## config.mk

```make
export PLATFORM = sky130hd
export DESIGN_NAME = keypad_scanner
export DESIGN_NICKNAME = d
export VERILOG_FILES = /design/src/rtl/keypad_scanner.sv
export SDC_FILE = /design/constraint.sdc
export NUM_CORES = 1
export LEC_CHECK = 0
export CAP_MARGIN = 20
export CORE_ASPECT_RATIO = 2
export CORE_MARGIN = 4
export CORE_UTILIZATION = 40
export DETAILED_ROUTE_END_ITERATION = 8
export RECOVER_POWER = 25
export SLEW_MARGIN = 15
export SYNTH_ARGS = -nofsm -noshare
export SYNTH_HDL_FRONTEND = slang
export SYNTH_SLANG_ARGS = --single-unit
```

## constraint.sdc

```tcl
create_clock -name clk -period 2.6 [get_ports clk]
set_clock_uncertainty 0.1 [all_clocks]
set_input_delay 0.26 -clock clk [delete_from_list [all_inputs] [get_ports clk]]
set_output_delay 0.26 -clock clk [all_outputs]
set_load 0.1 [all_outputs]
```

## src/rtl/keypad_scanner.sv

```systemverilog
// keypad_scanner: scans a 4x4 active-low key matrix, debounces whole frames and
// encodes the lowest-index pressed key plus a game direction code.
// Latency: outputs update one cycle after the COMMIT that accepts a frame.
// Backpressure: none; a free-running scanner whose outputs are plain levels and strobes.
// Ports:
//   clk, rst           - clock, synchronous active-high reset
//   keypad_col[3:0]    - column sense, active low, bit (3-j) = column j
//   keypad_row[3:0]    - row drive, row i pulls bit (3-i) low
//   dir[1:0]           - last accepted direction (0 up, 1 right, 2 left, 3 down)
//   key_code[3:0]      - accepted key index row*4+col, lowest index wins
//   key_valid          - accepted frame has at least one key down
//   key_pulse          - one-cycle strobe on a newly accepted key
// Optional: define KEYPAD_AUTOREPEAT_EN to re-fire key_pulse every REPEAT_FRAMES
// frames while the same non-empty frame stays accepted.
module keypad_scanner #(
  parameter int SCAN_DIV      = 5000,
  parameter int DEBOUNCE_CNT  = 4,
  parameter int REPEAT_FRAMES = 60
) (
  input  logic       clk,
  input  logic       rst,
  input  logic [3:0] keypad_col,
  output logic [3:0] keypad_row,
  output logic [1:0] dir,
  output logic [3:0] key_code,
  output logic       key_valid,
  output logic       key_pulse
);

  localparam int CNT_W = $clog2(SCAN_DIV);
  localparam int STB_W = $clog2(DEBOUNCE_CNT + 1);

  typedef enum logic {
    S_SCAN   = 1'b0,
    S_COMMIT = 1'b1
  } state_t;

  state_t           state_q;
  logic [CNT_W-1:0] cnt_q;
  logic [1:0]       row_q;
  logic [15:0]      snap_q;
  logic [15:0]      prev_q;
  logic [STB_W-1:0] stable_q;
  logic [3:0]       keypad_row_q;
  logic [1:0]       dir_q;
  logic [3:0]       key_code_q;
  logic             key_valid_q;
  logic             key_pulse_q;

`ifdef KEYPAD_AUTOREPEAT_EN
  localparam int REP_W = $clog2(REPEAT_FRAMES + 1);
  logic [REP_W-1:0] rep_q;
`endif

  // Lowest set bit index of a frame; 0 when the frame is empty.
  function automatic logic [3:0] lowest_set(input logic [15:0] f);
    lowest_set = 4'd0;
    for (int k = 15; k >= 0; k--) begin
      if (f[k]) lowest_set = 4'(k);
    end
  endfunction

  logic [3:0]       col_bits_d;
  logic [1:0]       row_d;
  logic             match_d;
  logic [STB_W-1:0] stable_d;
  logic             accept_d;
  logic [3:0]       code_d;
  logic [1:0]       dir_d;

  always_comb begin
    // Reverse and invert so that bit j of the snapshot nibble is column j.
    col_bits_d = ~{keypad_col[0], keypad_col[1], keypad_col[2], keypad_col[3]};
    row_d      = row_q + 2'd1;
    match_d    = (snap_q == prev_q);
    if (!match_d) begin
      stable_d = '0;
    end else if (stable_q == STB_W'(DEBOUNCE_CNT)) begin
      stable_d = stable_q;
    end else begin
      stable_d = stable_q + STB_W'(1);
    end
    // Accept only on the transition into DEBOUNCE_CNT, never while saturated.
    accept_d = match_d && (stable_q == STB_W'(DEBOUNCE_CNT - 1));
    code_d   = lowest_set(snap_q);
    dir_d    = dir_q;
    case (code_d)
      4'd1:    dir_d = 2'd0;
      4'd4:    dir_d = 2'd2;
      4'd6:    dir_d = 2'd1;
      4'd9:    dir_d = 2'd3;
      default: dir_d = dir_q;
    endcase
  end

  always_ff @(posedge clk) begin
    if (rst) begin
      state_q      <= S_SCAN;
      cnt_q        <= '0;
      row_q        <= 2'd0;
      snap_q       <= '0;
      prev_q       <= '0;
      stable_q     <= '0;
      keypad_row_q <= 4'b0111;
      dir_q        <= 2'd1;
      key_code_q   <= 4'd0;
      key_valid_q  <= 1'b0;
      key_pulse_q  <= 1'b0;
`ifdef KEYPAD_AUTOREPEAT_EN
      rep_q        <= '0;
`endif
    end else begin
      key_pulse_q <= 1'b0;
      case (state_q)
        S_SCAN: begin
          if (cnt_q == CNT_W'(SCAN_DIV - 1)) begin
            snap_q[{row_q, 2'b00} +: 4] <= col_bits_d;
            cnt_q        <= '0;
            row_q        <= row_d;
            keypad_row_q <= ~(4'b1000 >> row_d);
            if (row_q == 2'd3) state_q <= S_COMMIT;
          end else begin
            cnt_q <= cnt_q + CNT_W'(1);
          end
        end
        S_COMMIT: begin
          stable_q <= stable_d;
          prev_q   <= snap_q;
          snap_q   <= '0;
          state_q  <= S_SCAN;
          if (accept_d) begin
            key_valid_q <= |snap_q;
            if (|snap_q) begin
              key_code_q <= code_d;
              dir_q      <= dir_d;
              if (!key_valid_q || (code_d != key_code_q)) key_pulse_q <= 1'b1;
            end
`ifdef KEYPAD_AUTOREPEAT_EN
            rep_q <= '0;
`endif
          end
`ifdef KEYPAD_AUTOREPEAT_EN
          else if (key_valid_q) begin
            // Held key: re-strobe every REPEAT_FRAMES commits.
            if (rep_q == REP_W'(REPEAT_FRAMES - 1)) begin
              key_pulse_q <= 1'b1;
              rep_q       <= '0;
            end else begin
              rep_q <= rep_q + REP_W'(1);
            end
          end
`endif
        end
        default: state_q <= S_SCAN;
      endcase
    end
  end

  assign keypad_row = keypad_row_q;
  assign dir        = dir_q;
  assign key_code   = key_code_q;
  assign key_valid  = key_valid_q;
  assign key_pulse  = key_pulse_q;

endmodule

```

Word level (Yosys, flattened, before mapping)
Cells that the tools add are included.
W data, S select, Z words.
{"block": "word_totals", "elab_cells": 73, "output_inout_bits": 12, "input_bits": 6, "register_bits": 63}
{"block": "classes", "n_mux": 27, "n_reduce_logical": 11, "n_eq_ne": 12, "addsub": 4, "n_shift": 3, "bitwise": 5}
{"op": "$mux W4", "count": 16}
{"op": "$pmux W16 S2", "count": 1}
{"op": "$bwmux W16", "count": 1}
{"op": "$eq A16 B16 Y1", "count": 1}
{"op": "$mux W16", "count": 1}
{"op": "$reduce_or A16 Y1", "count": 1}
{"op": "$shift A4 B6 Y16 const A", "count": 1}
{"op": "$shiftx A4 B6 Y16", "count": 1}
{"op": "$add A13 B1 Y13 const B", "count": 1}
{"op": "$eq A13 B13 Y1 const B", "count": 1}
{"op": "$mux W13", "count": 1}
{"op": "$eq A4 B3 Y1 const B", "count": 2}
{"op": "$not A4 Y4", "count": 2}
{"op": "$pmux W2 S4", "count": 1}
{"op": "$mux W3", "count": 2}
{"op": "$neg A4 Y6", "count": 1}
{"op": "$reduce_and A2 Y1", "count": 3}
{"op": "$eq A4 B1 Y1 const B", "count": 1}
{"op": "$eq A4 B4 Y1 const B", "count": 1}
{"op": "$ne A2 B2 Y1 const B", "count": 2}
{"op": "$ne A4 B4 Y1", "count": 1}
{"op": "$reduce_and A4 Y1", "count": 1}
{"op": "$reduce_bool A4 Y1", "count": 1}
{"op": "$reduce_or A4 Y1", "count": 1}
{"op": "13 further kinds", "count": 17}

Depth between registers and ports, before layout
{"block": "logic_depth", "ltp_word": 19, "mapped_depth": 7, "ltp_nobuf": 7}

Worst setup path before layout
OpenSTA, ideal clock, no wires.
{"block": "synth_timing", "path_type": "reg-to-reg", "from": "register cnt_q[0]", "to": "register keypad_row_q[0], in the netlist keypad_row[0]", "setup_slack_ns": 0.489, "required_time_ns": 2.380, "stages_incl_launch_ff": 6, "setup_ns": 0.120, "n_path_buf": 1, "arrival_time_ns": 1.892, "period_less_slack_ns": 2.111, "cell_sequence": "dfxtp_1 ha_1 or4bb_4 or4_1 buf_2 a211o_1"}
{"block": "synth_via", "elab_chain_len": 2}
{"element": "from (decl)", "line_no": "39", "rtl": "logic [CNT_W-1:0] cnt_q;"}
{"element": "from (signal assigned)", "line_no": "123", "rtl": "cnt_q <= cnt_q + CNT_W'(1);"}
{"element": "$eq A13 B13 Y1", "line_no": "116", "rtl": "if (cnt_q == CNT_W'(SCAN_DIV - 1)) begin"}
{"element": "$reduce_and A2 Y1 (no line)"}
{"element": "to (signal assigned)", "line_no": "120", "rtl": "keypad_row_q <= ~(4'b1000 >> row_d);"}
{"element": "to (decl)", "line_no": "44", "rtl": "logic [3:0] keypad_row_q;"}
Every way passes these cells.
A chain may end at the register's enable or synchronous reset.

Worst setup path in the final report
{"block": "layout_timing", "from": "register cnt_q[0]", "to": "register snap_q[10]"}
{"block": "layout_via", "elab_chain_len": 2}
{"element": "$eq A13 B13 Y1", "line_no": "116"}
{"element": "$ne A2 B2 Y1 (no line)"}
{"element": "to (signal, indexed assignment)", "line_no": "117", "rtl": "snap_q[{row_q, 2'b00} +: 4] <= col_bits_d;"}
{"element": "to (decl)", "line_no": "41", "rtl": "logic [15:0] snap_q;"}
Every way passes these cells.

==> results.tsv <==
stage	metric	value	unit
timing	Final Slew Violations	0	
synthesis	synth top area cells	dfxtp_1, xnor2_1, nor2_1	
synthesis	post-synthesis xor/xnor area fraction	0.0915	
synthesis	Synth Area in Compound Gates	0.124	
clock_tree	post-CTS sizing	0	
synthesis	number of flops mapped to enable cells by yosys	0	
floorplanning	Core ar.	7660	sq um
floorplanning	Initial Util	0.413	
floorplanning	Std-Cell Rows	45	
synthesis	Synth Area in Adders	0.0475	
timing	WHS	341	ps
global_routing	largest net degree at the start of global routing	35	
run	Max-Cap Viols	0	
setup_path	WS Path Type	register to register	
timing	Worst-Margin Slew	1200	ps
synthesis	Yosys reg bits	63	
pwr	Lkg Pwr	1.47	nW
clock_tree	Clock Latency Late Sink	330	ps
clock_tree	CTS max path bufs	2	
synthesis	main combinational cell family by area after synthesis	simple AND/OR/NAND/NOR gates	
placed_design	HPWL Detailed	5710	um
clock_tree	TritonCTS clock tree	done	
global_routing	vias in the first global route	2559	
timing	Tmin final	2230	ps
setup_path	worst r2r src	cnt_q[0]	
final_layout	Area Growth Syn to Fin	19.1	%
final_layout	Nets	389	
setup_path	Crit-path slowest cell	or4bb_4	
global_routing	initial antenna violation count	0	
clock_tree	postcts setup bufs	0	
setup_path	CP Launch Point	cnt_q[0]	
setup_path	worst path arrival time	2330	ps
hold_path	critical hold path startpoint	rst	
route	post-route ant nets	0	
route	DRC errors left	0	
route	DR WL met2	3980	um
floorplanning	full die area	9470	sq um
synthesis	cell accounting for the most synthesized area	dfxtp_1	
setup_path	Worst Path Required	2700	ps
timing	RSZ-0062 raised after global routing	no	
final_layout	commonest cells after routing, fill and taps aside	nor2_1, dfxtp_1, xnor2_1	
setup_path	Largest stage delay, worst path	510	ps
floorplanning	Ports	18	
synthesis	synth unique cells	52	
synthesis	Synth Area in Simple Gates	0.239	
route	vias per cell	5.34	
synthesis	ys async rst share	0	
final_layout	most common cell after layout, fill and taps aside	nor2_1	
synthesis	sequential-to-total area share from yosys stat	0.399	
setup_path	Worst Path Buf+Inv	0	
setup_path	crit-path max FO	5	
pwr	Final Power	2.41	mW
placed_design	gpl congestion	0.862	
synthesis	synthesized cell area	3160	sq um
floorplanning	Die Ht	134	um
timing	Fin Setup TNS	0	ps
clock_tree	H-tree level count	3	
pwr	pwr dens	641	nW/um^2
global_routing	Tot GR Track Use	0.170	
floorplanning	Die X	70.8	um
route	Routed WL	7600	um
synthesis	Post-Syn Instances	344	
synthesis	Mapped Avg Cell Area	9.18	sq um
placed_design	Cell Count Post-Placement	454	
pwr	Peak supply drop	419	uV
global_routing	grt total ovfl	0	
timing	Final Setup Violations	0	
placed_design	port buffer count	17	
setup_path	CP Capture Type	register	
final_layout	fin cells	470	
hold_path	Hold Crit Class	primary input to register	
final_layout	Final Util	0.491	
clock_tree	hold_buf cts	0	
setup_path	Critical Path Source Type	register	
synthesis	post-synthesis mux area share	0.0634	
route	DRT Pass-1 Iters	4	
route	WL per Instance	16.2	um
synthesis	Mapped Nets	362	
global_routing	first-pass GRT wire length	12600	um
timing	Tcrit/Tclk final	0.859	
synthesis	area fraction of the dominant cell type after synthesis	0.399	
timing	maximum achievable frequency	0.448	GHz
route	met3 wire length	211	um
route	total number of vias	2511	
synthesis	Synth Flop Type	dfxtp_1	
setup_path	CP delay by family, top	simple AND/OR/NAND/NOR gates	
clock_tree	CTS root buffer	clkbuf_16	
timing	worst rel slew slack	0.205	
status	status	finished clean	
synthesis	synth warn	0	
clock_tree	CTS sink cnt	63	
setup_path	worst path cell trace	ha_1, or4bb_4, nor4_4, a21oi_1, a2bb2oi_1, nor2_1	
route	Routed met1 length	2920	um
route	Iter 0 DRT Violations	123	
timing	Final Hold Vio Count	0	
final_layout	number of diodes	0	
final_layout	share of cells above drive strength 1	0.136	
clock_tree	clk slew on worst S/H paths	60	ps
clock_tree	CTS buffer count	9	
route	Top Metal Used	met4	
-- cell type report --
type / instances / area, sq um
Clock buffer: 10 / 239
Clock inverter: 6 / 108
Fill cell: 764 / 3890
Inverter: 11 / 41.3
Multi-Input combinational cell: 253 / 1790
Sequential cell: 63 / 1260
Tap cell: 94 / 118
Timing Repair Buffer: 33 / 210
-- power breakdown --
part	internal, mW	switching (mW)	total (mW)
registers	0.970	0.00369	0.974
clock network	0.958	0.434	1.39
logic	0.0192	0.0281	0.0473
-- cell usage after synthesis, types with 4 or more instances --
| cell type | n |
|---|---|
| nor2_1 | 65 |
| dfxtp_1 | 63 |
| xnor2_1 | 29 |
| mux2i_1 | 20 |
| a21oi_1 | 17 |
| a2bb2oi_1 | 12 |
| ha_1 | 12 |
| nand2_1 | 12 |
| inv_1 | 11 |
| clkbuf_1 | 10 |
| and3_1 | 8 |
| nor3_1 | 8 |
| nand4_1 | 7 |
| buf_2 | 6 |
| o21ai_0 | 4 |
| xor2_1 | 4 |
-- worst paths after layout --
kind | to | slack, ps | depth (start not counted)
worst max-delay path | snap_q[10] | 370 | 6
worst min-delay path | keypad_row[3] | 340 | 2
worst max register to register | snap_q[10] | 370 | 6
worst min register to register | keypad_row[1] | 370 | 1
-- cells by family (layout without fill, tap and decap cells) --
logic type      after synthesis  count (layout)
compound gates               54              54
xor+xnor                     33              33
fa+ha+maj                    12              12
buf+inv                      28              60
flops                        63              63
mux                          20              20
simple gates                134             134
-- metal layers --
metal  track usage  up-vias
met5             0        -
met4         0.118        0
met3        0.0423       31
met2         0.300       43
met1         0.168     1175
li1              -     1262
-- through the flow --
stage	setup WS, ps	area (sq um)
after floorplan	489	3160
after global placement	361	3460
after detailed placement	349	3460
after CTS	350	3810
after global routing	157	3760
final	366	3760
-- state kept, by name, summed over array words and instances, names as in the netlist --
name / cells
dir: 2
key_valid: 1
snap_q: 16
cnt_q: 13
key_pulse: 1
key_code: 4
keypad_row: 4
prev_q: 16
stable_q: 3
state_q: 1
row_q: 2
Note: power is estimated with default switching activity, not from simulation.
==> patch 1: new RTL, config.mk and constraints unchanged <==
The option `KEYPAD_AUTOREPEAT_EN` is turned on by a define.
--- a/src/rtl/keypad_scanner.sv
+++ b/src/rtl/keypad_scanner.sv
@@ -12,6 +12,8 @@
 //   key_pulse          - one-cycle strobe on a newly accepted key
 // Optional: define KEYPAD_AUTOREPEAT_EN to re-fire key_pulse every REPEAT_FRAMES
 // frames while the same non-empty frame stays accepted.
+`define KEYPAD_AUTOREPEAT_EN
+
 module keypad_scanner #(
   parameter int SCAN_DIV      = 5000,
   parameter int DEBOUNCE_CNT  = 4,
Behaviour: same outputs for any inputs over 10 cycles, from zero or initial values and one cycle with rst high; that may be too few to reach the edited logic, so the function may still have changed.
==> patch 1 against the unedited design <==
  * Cell count increased by 11%
  * Final area increased by 4.0%
  * Wire length increased by 2.3%
  * Area after synthesis increased by 8.1%
  * Worst setup slack got worse by 220 ps
  * Sequential cell count increased by 6
  * Combinational power increased by 3%
  * Total power decreased by 8.3%
  * Critical path type unchanged
  * Critical endpoint is now dir[0]
==> patch 1: results (changes against the unedited design) <==
* Status: complete, no violations (unchanged)
* #MultiIn Comb at 304 (was 253)
* Placed Instance Area at 3670 um2 (was 3460 um2)
* Fill count at 833 (was 764)
* Invs w/o clock at 8 (was 11)
* Layout clock area frac at 0.0665 (was 0.0921)
* Drt first-iter violations at 175 (was 123)
* Placer Congestion at 0.811 (was 0.862)
* Worst-Margin Slew at 1170 ps (was 1200 ps)
* Largest net degree at the start of global routing at 30 (was 35)
* CP max stage delay at 530 ps (was 510 ps)
* First-pass GRT wire length at 13.2 mm (was 12.6 mm)
* Routed vias at 2,772 (was 2,511)
* Met3 wire len at 175 um (was 211 um)
* R2R Path End: dir[0] (was snap_q[10])
* Flop pwr share at 0.483 (was 0.404)
* Netlist cell types at 46 (was 52)
* Gr usage total at 0.167 (was 0.170)
* Placed cell count at 507 (was 454)
* Total power at 2.21 mW (was 2.41 mW)
* Slowest CP cell: dfxtp_1 (was or4bb_4)
* Post-synthesis mux area share at 0.0590 (was 0.0634)
* Net Sw Power at 467 uW (was 465 uW)
* Met2 wire length at 4.29 mm (was 3.98 mm)
* Vias in the first global route at 2,721 (was 2,559)
* Xor/xnor cell area share of the yosys netlist at 0.0872 (was 0.0915)
* # clk buffers at 13 (was 10)
* Met1 WL at 2.97 mm (was 2.92 mm)
* Average vias per placed instance at 5.31 (was 5.34)
* Buffers excl. clock at 28 (was 33)
* Share of post-route cells with drive strength above 1 at 0.0967 (was 0.136)
* Peak VDD IR at 375 uV (was 419 uV)
* Top cells by area, synth: dfxtp_1 40%, nor2_1 8.0%, xnor2_1 5.9%, mux2i_1 5.6%, a21oi_1 5.0% (was dfxtp_1 40%, xnor2_1 8.0%, nor2_1 7.7%, mux2i_1 6.3%, ha_1 4.8%)
* Signal buf overhead at 0.0508 (was 0.0559)
* Routed Wire Length at 7.78 mm (was 7.60 mm)
* Leakage power at 1.42 nW (was 1.47 nW)
* Hold Slack at 212 ps (was 341 ps)
* PwrDens at 565 nW/um2 (was 641 nW/um2)
* Seq_cells at 69 (was 63)
* Critical-path maximum fanout at 9 (was 5)
* Place WS at 116 ps (was 349 ps)
* Syn_nets at 420 (was 362)
* Final HPWL DP at 5.80 mm (was 5.71 mm)
==> patch 1: worst max-delay path by stage <==
stage / slack, ps / from / endpoint / depth (start not counted)
after floorplan: 460 / snap_q[5] / dir[1] / 7
after global placement: 190 / snap_q[0] / dir[0] / 6
after detailed placement: 120 / snap_q[0] / dir[0] / 6
after CTS: 120 / snap_q[0] / dir[0] / 6
after global routing: 10 / snap_q[0] / dir[0] / 6
final: 140 / snap_q[0] / dir[0] / 6
==> patch 1: cell families after synthesis <==
kind of cell,count (synthesis)
AND/OR/NAND/NOR,178
flip-flops,69
AO/OA/AOI/OAI,59
XOR/XNOR,34
buffers and inverters,28
multiplexers,20
adder cells (fa/ha/maj),13
==> patch 1: layer usage <==
layer,up-vias,track usage
met1,1297,0.176
met4,0,0.0898
met2,35,0.295
met3,18,0.0377
li1,1422,-
met5,-,0
==> patch 1: worst register-to-register path, cell delays in order (launching register included) <==
cell,delay (ps)
dfxtp_1,530
xnor2_1,170
nand4_1,140
nor4_2,440
and2_2,320
nand3_2,180
o41a_1,450
==> patch 2: new RTL, config.mk and constraints unchanged <==
Without the edit above. Make the reset (`rst`) asynchronous in one clocked block. Comments in the files are not updated.
--- a/src/rtl/keypad_scanner.sv
+++ b/src/rtl/keypad_scanner.sv
@@ -93,7 +93,7 @@
     endcase
   end
 
-  always_ff @(posedge clk) begin
+  always_ff @(posedge clk or posedge rst) begin
     if (rst) begin
       state_q      <= S_SCAN;
       cnt_q        <= '0;
Check against the original RTL: same outputs for any inputs over 10 cycles, from zero or initial values and one cycle with rst high; that may be too few to reach the edited logic, so the function may still have changed.
==> patch 2 against the unedited design <==
  * The run now ends with max-capacitance violations, max-slew violations left
  * Area after synthesis is 2.5% higher
  * Die area rose by 2.3%
  * Highest routed layer unchanged
  * Core utilization shrank 1.7 points
  * Sequential cell count unchanged
  * Final area is essentially flat
  * Worst setup slack got worse by 77 ps
  * Wire length shrank 9.7%
  * Total power shrank 12%
==> patch 2: results (changes against the unedited design) <==
* Status: finished with violations (was complete, no violations)
* Failing checks: max-capacitance violations, max-slew violations
* Share of post-route cells with drive strength above 1 at 0.189 (was 0.136)
* Syn_nets at 316 (was 362)
* FF-to-FF path depth at 7 (was 6)
* Met2 Use GR at 0.287 (was 0.300)
* Worst Hold End: dir[0] (was keypad_row[3])
* Worst-Margin Slew at 1570 ps (was 1200 ps)
* Sw Share at 0.206 (was 0.193)
* Flop pwr share at 0.466 (was 0.404)
* PwrDens at 567 nW/um2 (was 641 nW/um2)
* Top cells by area, synth: dfrtp_1 46%, xnor2_1 7.0%, mux2_2 5.9%, ha_1 4.6%, nand2_1 3.7% (was dfxtp_1 40%, xnor2_1 8.0%, nor2_1 7.7%, mux2i_1 6.3%, ha_1 4.8%)
* Grt met3 use at 0.0453 (was 0.0423)
* Final HPWL DP at 5.16 mm (was 5.71 mm)
* Max-capacitance violation count at 1 (was 0)
* Hold path start: dir[0] (was rst)
* WP data arrival at 2430 ps (was 2330 ps)
* R2R setup slack at 290 ps (was 370 ps)
* Nets at 341 (was 389)
* Gr usage total at 0.159 (was 0.170)
* Placer Congestion at 0.856 (was 0.862)
* Top cells by count, synth: 59 x dfrtp_1, 32 x nand2_1, 26 x xnor2_1 (was 65 x nor2_1, 63 x dfxtp_1, 29 x xnor2_1)
* Count of pins over their slew limit at 64 (was 0)
* Peak VDD IR at 319 uV (was 419 uV)
* Leakage power at 1.72 nW (was 1.47 nW)
* Fin crit period at 2310 ps (was 2230 ps)
* Async set-reset flop share out of synthesis at 1.00 (was 0)
* Sequential share of the synthesized area at 0.488 (was 0.399)
* Routed Wire Length at 6.86 mm (was 7.60 mm)
* Port Buf Inserts at 17 (unchanged)
* Drt first-iter violations at 100 (was 123)
* Netlist cell types at 53 (was 52)
* Placed Instance Area at 3510 um2 (was 3460 um2)
* Clock share of power at 0.514 (was 0.577)
* Crit path launch: snap_q[11] (was cnt_q[0])
* Average vias per placed instance at 5.28 (was 5.34)
* Vias in the first global route at 2,386 (was 2,559)
* Largest net degree at the start of global routing at 64 (was 35)
* Met1 usage at 0.158 (was 0.168)
## patch 2: cell types whose count changed after synthesis, sizes merged, moves of 12 or more
cell / unedited run / this run
mux2i: 20 / 1
dfxtp: 63 / 0
nor2: 65 / 18
a2bb2oi: 12 / 0
mux2: 0 / 19
nand2: 12 / 32
dfrtp: 0 / 59
## patch 2: layout make-up
| class | instances | area, um2 | area share |
|---|---|---|---|
| Clock inverter | 1 | 5.00 | 0.00133 |
| Multi-Input combinational cell | 215 | 1570 | 0.418 |
| Inverter | 13 | 48.8 | 0.0130 |
| Sequential cell | 63 | 1580 | 0.420 |
| Clock buffer | 15 | 268 | 0.0711 |
| Timing Repair Buffer | 21 | 168 | 0.0445 |
| Tap cell | 96 | 120 | 0.0319 |
## patch 2: per-stage QoR
step / hold slack, ps / cells
floorplan: 257 / 298
global placement: 374 / 408
detailed placement: 371 / 408
CTS: 235 / 424
global route: 392 / 424
finish: 371 / 424
## patch 2: logic make-up (layout without fill, tap and decap cells)
| family | Yosys count | in the layout | share of synthesized area |
|---|---|---|---|
| xor gates and xnor gates | 31 | 31 | 0.0838 |
| buffers and inverters | 20 | 50 | 0.0259 |
| and+or+nand+nor | 105 | 105 | 0.180 |
| muxes | 20 | 20 | 0.0715 |
| adders and majority gates | 12 | 12 | 0.0464 |
| DFF | 63 | 63 | 0.488 |
| AOI/OAI and AO/OA | 47 | 47 | 0.104 |
## patch 2: per-layer routing
layer	routed length, um	share of wire
met5	0	0
met4	352	0.051
met3	228	0.033
met2	3800	0.55
met1	2480	0.36
## patch 2: critical path, stage by stage, from the launching register on
cell,delay (ps)
dfrtp_1,440
nor2_1,200
o31ai_1,100
a211oi_1,450
o32ai_2,220
nor3_1,280
o21ai_2,110
mux2_4,300
